$ cat config.mk
export PLATFORM = sky130hd
export DESIGN_NAME = elevator_ctrl_flat
export DESIGN_NICKNAME = d
export VERILOG_FILES = /design/src/rtl/elevator_pkg.sv /design/src/rtl/elevator_ctrl_if.sv /design/src/rtl/elevator_ctrl_call_sched.sv /design/src/rtl/elevator_ctrl.sv /design/src/flat_wrapper.sv
export SDC_FILE = /design/constraint.sdc
export NUM_CORES = 1
export LEC_CHECK = 0
export ABC_AREA = 0
export CORE_MARGIN = 1.5
export CORE_UTILIZATION = 35
export CTS_CLUSTER_DIAMETER = 50
export DETAILED_ROUTE_END_ITERATION = 8
export HOLD_SLACK_MARGIN = 0.1
export PLACE_DENSITY_LB_ADDON = 0.2
export SYNTH_ARGS = -nofsm -noshare
export SYNTH_HDL_FRONTEND = slang
export SYNTH_SLANG_ARGS = --single-unit
$ cat constraint.sdc
create_clock -name clk -period 2 [get_ports clk]
set_input_delay 0.3 -clock clk [delete_from_list [all_inputs] [get_ports clk]]
set_output_delay 0.3 -clock clk [all_outputs]
set_load 0.02 [all_outputs]
$ cat src/rtl/elevator_pkg.sv
// -----------------------------------------------------------------------------
// elevator_pkg
// Shared definitions for the elevator car controller:
//   - state_t : controller FSM states (IDLE decision, MOVE travel, DOOR dwell)
//   - dir_t   : scan direction (UP, DOWN)
//   - FLOORS_DEF / FLOOR_W_DEF : default floor count and floor-index width
// -----------------------------------------------------------------------------
package elevator_pkg;

    localparam int FLOORS_DEF  = 4;
    localparam int FLOOR_W_DEF = 2;

    typedef enum logic [1:0] {
        IDLE = 2'd0,
        MOVE = 2'd1,
        DOOR = 2'd2
    } state_t;

    typedef enum logic {
        UP   = 1'b0,
        DOWN = 1'b1
    } dir_t;

endpackage

$ cat src/rtl/elevator_ctrl_if.sv
// -----------------------------------------------------------------------------
// elevator_ctrl_if
// Count-timer handshake between the car controller and the timer block.
//   wait1n : travel timer start pulse   (controller -> timer)
//   wait2n : dwell timer start pulse    (controller -> timer)
//   wait1  : travel timer done          (timer -> controller)
//   wait2  : dwell timer done           (timer -> controller)
// Modports:
//   master : controller side (drives the start pulses, receives done flags)
//   slave  : timer side
// -----------------------------------------------------------------------------
interface elevator_ctrl_if;

    logic wait1n;
    logic wait2n;
    logic wait1;
    logic wait2;

    modport master (
        output wait1n,
        output wait2n,
        input  wait1,
        input  wait2
    );

    modport slave (
        input  wait1n,
        input  wait2n,
        output wait1,
        output wait2
    );

endinterface

$ cat src/rtl/elevator_ctrl_call_sched.sv
// -----------------------------------------------------------------------------
// call_sched
// Combinational call scheduler. Classifies the latched calls relative to the
// current car position.
// Ports:
//   pending : latched floor calls, one bit per floor
//   floor   : current car floor
//   here    : a call is latched for the current floor
//   above   : a call is latched for some floor above the car
//   below   : a call is latched for some floor below the car
// -----------------------------------------------------------------------------
module call_sched
    import elevator_pkg::*;
#(
    parameter int FLOORS  = FLOORS_DEF,
    parameter int FLOOR_W = FLOOR_W_DEF
) (
    input  logic [FLOORS-1:0]  pending,
    input  logic [FLOOR_W-1:0] floor,
    output logic               here,
    output logic               above,
    output logic               below
);

    // Split the pending vector into the car's floor, floors above and below.
    always_comb begin
        here  = 1'b0;
        above = 1'b0;
        below = 1'b0;
        for (int i = 0; i < FLOORS; i++) begin
            if (FLOOR_W'(i) > floor) begin
                above = above | pending[i];
            end else if (FLOOR_W'(i) < floor) begin
                below = below | pending[i];
            end else begin
                here = here | pending[i];
            end
        end
    end

endmodule

$ cat src/rtl/elevator_ctrl.sv
// -----------------------------------------------------------------------------
// elevator_ctrl
// Elevator car-control FSM. Latches floor calls, runs an up/down scan, starts
// the travel timer (wait1n) once per floor and the door-dwell timer (wait2n)
// at each stop, and advances on the timer done flags.
// Ports:
//   clk       : system clock, rising edge
//   reset     : asynchronous active-low reset
//   req       : floor-call buttons (level or pulse)
//   tmr       : timer handshake (master side: wait1n/wait2n out, wait1/wait2 in)
//   floor     : current car floor
//   up, down  : car moving up / down
//   door_open : door open
//   pending   : latched, unserved calls
// All outputs are registered.
// -----------------------------------------------------------------------------
module elevator_ctrl
    import elevator_pkg::*;
#(
    parameter int FLOORS  = FLOORS_DEF,
    parameter int FLOOR_W = FLOOR_W_DEF
) (
    input  logic                clk,
    input  logic                reset,
    input  logic [FLOORS-1:0]   req,
    elevator_ctrl_if.master     tmr,
    output logic [FLOOR_W-1:0]  floor,
    output logic                up,
    output logic                down,
    output logic                door_open,
    output logic [FLOORS-1:0]   pending
);

    localparam logic [FLOOR_W-1:0] TOP_FLOOR = FLOOR_W'(FLOORS - 1);
    localparam logic [FLOOR_W-1:0] BOT_FLOOR = {FLOOR_W{1'b0}};

    state_t               state_r;
    dir_t                 dir_r;
    logic [FLOOR_W-1:0]   floor_r;
    logic [FLOORS-1:0]    pending_r;
    logic                 wait1n_r;
    logic                 wait2n_r;
    logic                 up_r;
    logic                 down_r;
    logic                 door_open_r;

    logic                 here_s;
    logic                 above_s;
    logic                 below_s;
    logic [FLOORS-1:0]    floor_mask_s;
    logic [FLOORS-1:0]    clr_s;
    logic                 call_here_s;

    call_sched #(
        .FLOORS  (FLOORS),
        .FLOOR_W (FLOOR_W)
    ) u_call_sched (
        .pending (pending_r),
        .floor   (floor_r),
        .here    (here_s),
        .above   (above_s),
        .below   (below_s)
    );

    // One-hot mask selecting the car's current floor in the call vector.
    always_comb begin
        floor_mask_s = {FLOORS{1'b0}};
        for (int i = 0; i < FLOORS; i++) begin
            if (FLOOR_W'(i) == floor_r) begin
                floor_mask_s[i] = 1'b1;
            end else begin
                floor_mask_s[i] = 1'b0;
            end
        end
    end

    // A call for this floor during dwell is taken straight from req so it is
    // absorbed in the same cycle and never shows up in pending.
    assign call_here_s = |((pending_r | req) & floor_mask_s);

    // Calls served this cycle; a clear beats a simultaneous set on the same bit.
    always_comb begin
        clr_s = {FLOORS{1'b0}};
        case (state_r)
            IDLE: begin
                if (here_s) begin
                    clr_s = floor_mask_s;
                end else begin
                    clr_s = {FLOORS{1'b0}};
                end
            end
            DOOR: begin
                if (call_here_s) begin
                    clr_s = floor_mask_s;
                end else begin
                    clr_s = {FLOORS{1'b0}};
                end
            end
            default: begin
                clr_s = {FLOORS{1'b0}};
            end
        endcase
    end

    // Controller FSM with call latch, position tracking and timer-start pulses.
    always_ff @(posedge clk or negedge reset) begin
        if (!reset) begin
            state_r     <= IDLE;
            dir_r       <= UP;
            floor_r     <= BOT_FLOOR;
            pending_r   <= {FLOORS{1'b0}};
            wait1n_r    <= 1'b0;
            wait2n_r    <= 1'b0;
            up_r        <= 1'b0;
            down_r      <= 1'b0;
            door_open_r <= 1'b0;
        end else begin
            pending_r <= (pending_r | req) & ~clr_s;
            // Start pulses last exactly one cycle unless re-armed below.
            wait1n_r  <= 1'b0;
            wait2n_r  <= 1'b0;
            case (state_r)
                IDLE: begin
                    if (here_s) begin
                        state_r     <= DOOR;
                        wait2n_r    <= 1'b1;
                        door_open_r <= 1'b1;
                    end else if ((dir_r == UP) && above_s) begin
                        state_r  <= MOVE;
                        wait1n_r <= 1'b1;
                        up_r     <= 1'b1;
                    end else if ((dir_r == DOWN) && below_s) begin
                        state_r  <= MOVE;
                        wait1n_r <= 1'b1;
                        down_r   <= 1'b1;
                    end else if (above_s) begin
                        dir_r    <= UP;
                        state_r  <= MOVE;
                        wait1n_r <= 1'b1;
                        up_r     <= 1'b1;
                    end else if (below_s) begin
                        dir_r    <= DOWN;
                        state_r  <= MOVE;
                        wait1n_r <= 1'b1;
                        down_r   <= 1'b1;
                    end else begin
                        up_r        <= 1'b0;
                        down_r      <= 1'b0;
                        door_open_r <= 1'b0;
                    end
                end
                MOVE: begin
                    // A done flag coinciding with our own start pulse belongs
                    // to a previous timer run and is ignored.
                    if (tmr.wait1 && !wait1n_r) begin
                        if (up_r && (floor_r != TOP_FLOOR)) begin
                            floor_r <= floor_r + FLOOR_W'(1);
                        end else if (down_r && (floor_r != BOT_FLOOR)) begin
                            floor_r <= floor_r - FLOOR_W'(1);
                        end else begin
                            floor_r <= floor_r;
                        end
                        up_r    <= 1'b0;
                        down_r  <= 1'b0;
                        state_r <= IDLE;
                    end else begin
                        up_r   <= up_r;
                        down_r <= down_r;
                    end
                end
                DOOR: begin
                    // A fresh call here restarts the dwell timer.
                    if (call_here_s) begin
                        wait2n_r <= 1'b1;
                    end else if (tmr.wait2 && !wait2n_r) begin
                        door_open_r <= 1'b0;
                        state_r     <= IDLE;
                    end else begin
                        door_open_r <= 1'b1;
                    end
                end
                default: begin
                    state_r     <= IDLE;
                    up_r        <= 1'b0;
                    down_r      <= 1'b0;
                    door_open_r <= 1'b0;
                end
            endcase
        end
    end

    assign tmr.wait1n = wait1n_r;
    assign tmr.wait2n = wait2n_r;
    assign floor      = floor_r;
    assign up         = up_r;
    assign down       = down_r;
    assign door_open  = door_open_r;
    assign pending    = pending_r;

endmodule

$ cat src/flat_wrapper.sv
// flat-port wrapper written by rule: the top's interface ports become plain ports
module elevator_ctrl_flat import elevator_pkg::*;
#(
    parameter int FLOORS  = FLOORS_DEF,
    parameter int FLOOR_W = FLOOR_W_DEF
)
  (clk, reset, req, floor, up, down, door_open, pending, tmr_wait1n, tmr_wait2n, tmr_wait1, tmr_wait2);
  elevator_ctrl_if tmr_i ();
  input  logic clk;
  input  logic reset;
  input  logic [FLOORS-1:0] req;
  output logic [FLOOR_W-1:0] floor;
  output logic up;
  output logic down;
  output logic door_open;
  output logic [FLOORS-1:0] pending;
  output wire logic [$bits(tmr_i.wait1n)-1:0] tmr_wait1n;
  output wire logic [$bits(tmr_i.wait2n)-1:0] tmr_wait2n;
  input wire logic [$bits(tmr_i.wait1)-1:0] tmr_wait1;
  input wire logic [$bits(tmr_i.wait2)-1:0] tmr_wait2;
  assign tmr_wait1n = tmr_i.wait1n;
  assign tmr_wait2n = tmr_i.wait2n;
  assign tmr_i.wait1 = tmr_wait1;
  assign tmr_i.wait2 = tmr_wait2;
  elevator_ctrl #(.FLOORS(FLOORS), .FLOOR_W(FLOOR_W)) u_core (.clk(clk), .reset(reset), .req(req), .tmr(tmr_i), .floor(floor), .up(up), .down(down), .door_open(door_open), .pending(pending));
endmodule
==> reports/qor.csv, run 1 <==
metric,value,unit
YS warnings,0,
clock period minus worst slack,1930,ps
P_leak,0.499,nW
Final GP Congestion,0.834,
CTS buffer count,3,
Core ar.,2280,um^2
Initial Util,0.384,
share of cells above drive strength 1,0.187,
Fin. Hold Viols,0,
TritonCTS clock tree,done,
Tightest Pin Transition,422,ps
total number of vias,788,
Max Cap Viol,0,
Clock Sinks,14,
Required @ worst endpoint,2160,ps
crit start category,flip-flop,
syn_area_per_cell,9.40,um^2
clock latency on the worst-skew pair,280,ps
Power Dens Cells,1720,nW/um^2
hold slack,309,ps
asr flop ratio synth,1.00,
period utilization,0.964,
post-synthesis cell type count,37,
initial antenna violation count,0,
chip width,53.0,um
Crit Path Max Fanout,7,
Std-Cell Rows,17,
# IOs,19,
DRT Wirelength,2090,um
vias in the first global route,773,
status,"finished, final reports clean",
"Seq/Total Area, Yosys",0.401,
Post-synth EDFFs,0,
total gr overflow,0,
Die H,53.0,um
fin. max-slew vios,0,
type of the most critical hold path,in2async,
final worst slack,71.1,ps
WL/cell,13.8,um
Place WS,18.4,ps
VDD IR-drop max,0.878,mV
Max Clk Rate,518,MHz
Routed Antenna Nets,0,
crit path DAT,2090,ps
Area Growth Syn to Fin,38.1,%
Antenna diodes,0,
first-pass GRT wire length,3480,um
unrepaired setup endpoints after global routing,no,
Worst setup EP type,flip-flop,
slew margin rel.,0.718,
vias per cell,5.22,
drc violations,0,
reg-to-reg critical path endpoint,u_core.door_open,
syn_nets,106,
Final #Nets,137,
H-tree levels,1,
DP HPWL,1590,um
Post-synth top flop,dfrtp_1,
Synth Cell Area,875,um^2
RR Startpoint,u_core.floor[0],
DIE AREA,2810,um^2
Clock Pin Slew Worst Setup and Hold Paths,90,ps
PortBufs,18,
pin count of the biggest net entering global routing,15,
R2R depth,7,
FF-to-FF setup slack,70,ps
clk root buf,clkbuf_4,
worst setup path class,reg2reg,
number of DRC markers in iteration 0,23,
#FFs+latches synth,14,
Total Neg Setup Slack,0,ps
overall global routing resource usage,0.172,
clock buffer depth,2,
Worst Skew,13.7,ps
Synth Instances,93,
CP endpoint,u_core.door_open,
Pre-antenna DRT Iters,4,
crit path from,u_core.floor[0],
Final setup viols,0,
-- through the flow --
stage	power (mW)	util	cells	instance area [um^2]
after global placement	1.79	0.494	143	1120
after detailed placement	1.80	0.494	143	1120
after global routing	2.25	0.531	151	1210
final	2.08	0.531	151	1210
after CTS	1.98	0.507	147	1150
after floorplan	1.35	-	93	876
-- synthesized netlist by cell type (2+ instances only) --
cell type,n,area share
a21oi_1,5,0.029
o21a_1,2,0.017
nor2_1,7,0.030
inv_1,4,0.017
o21ai_1,4,0.023
nor2b_1,5,0.036
nand2b_1,4,0.029
nor3_1,2,0.011
nor4_1,2,0.014
nand3_1,2,0.011
nand2_1,6,0.026
dfrtp_1,14,0.40
a22oi_1,3,0.026
o2111ai_1,2,0.020
o21ai_0,5,0.029
ha_1,5,0.072
-- registers in the layout, indices dropped and copies added (netlist names) --
name / flops
u_core.down: 1
u_core.dir_r: 1
u_core.tmr.wait2n: 1
u_core.up: 1
u_core.door_open: 1
u_core.floor: 2
u_core.pending: 4
u_core.state_r: 2
u_core.tmr.wait1n: 1
-- worst min path at each step --
stage / start / depth (start not counted) / slack (ps) / to
floorplan: reset / 0 / 4 / u_core.dir_r
global placement: u_core.state_r[1] / 1 / 530 / u_core.state_r[0]
detailed placement: u_core.door_open / 1 / 530 / u_core.door_open
CTS: reset / 1 / 320 / u_core.pending[1]
global route: reset / 1 / 350 / u_core.pending[1]
finish: reset / 1 / 310 / u_core.pending[1]
-- power breakdown --
group	switching, mW	leakage [nW]	internal (mW)
clock	0.0925	0.0150	0.0773
combinational	0.694	0.321	0.636
sequential	0.168	0.163	0.412
-- logic make-up (layout without fill, tap and decap cells) --
family,Yosys count,in the layout,share of synthesized area
xor gates and xnor gates,2,2,0.0200
buffers and inverters,6,36,0.0257
muxes,1,1,0.0114
and+or+nand+nor,34,34,0.229
adders and majority gates,5,5,0.0715
AOI/OAI and AO/OA,31,31,0.242
DFF,14,14,0.401
-- cells in the final DEF, fill, tap and decap left out, types with 2 or more instances in the layout --
cell / synthesis / routed
a21oi_1: 5 / 5
a22oi_1: 3 / 3
buf_4: 0 / 9
clkbuf_4: 0 / 3
clkdlybuf4s50_1: 0 / 18
dfrtp_1: 14 / 12
dfrtp_2: 0 / 2
ha_1: 5 / 4
inv_1: 4 / 4
nand2_1: 6 / 6
nand2b_1: 4 / 3
nand3_1: 2 / 2
nor2_1: 7 / 7
nor2b_1: 5 / 5
nor3_2: 1 / 2
nor4_1: 2 / 2
o21a_1: 2 / 2
o21ai_0: 5 / 5
o21ai_1: 4 / 3
o21ai_2: 1 / 2
-- final cells by class --
| type | count | area (um^2) |
|---|---|---|
| clock buffers | 4 | 26.3 |
| fillers | 224 | 1070 |
| inverters | 5 | 18.8 |
| multi-input cells | 73 | 527 |
| flip-flops and latches | 14 | 353 |
| well taps | 28 | 35.0 |
| repair buffers | 27 | 248 |
-- metal layers --
| metal | wire, um | vias to the layer above | track usage |
|---|---|---|---|
| met3 | 58 | 2 | 0.0339 |
| met1 | 1060 | 359 | 0.241 |
| met2 | 952 | 16 | 0.258 |
| met4 | 16 | 0 | 0.0641 |
| li1 | - | 411 | - |
| met5 | 0 | - | 0 |
-- worst max-delay path: stages (launching register included) --
cell	delay, ps
dfrtp_2	440
inv_1	120
ha_2	250
nor2b_1	80
a221o_1	380
nor2_8	180
nor4_1	70
a211o_1	280
-- what timing repair did --
item	CTS	global route
pin swaps	0	2
setup endpoints to repair	1	7
hold buffers	0	0
buffers inserted	0	4
resized for setup	1	5
(Power assumes the default switching activity.)
==> run 2, diff against run 1 <==
ABC_AREA = not set   (was 0)
==> results of run 2 <==
Same layout as run 1: the final DEF is identical, and so are final timing and power.
==> run 3, diff against run 2 <==
CTS_CLUSTER_SIZE = 10   (was not set)
==> results of run 3 <==
Same layout as run 1: the final DEF is identical, and so are final timing and power.
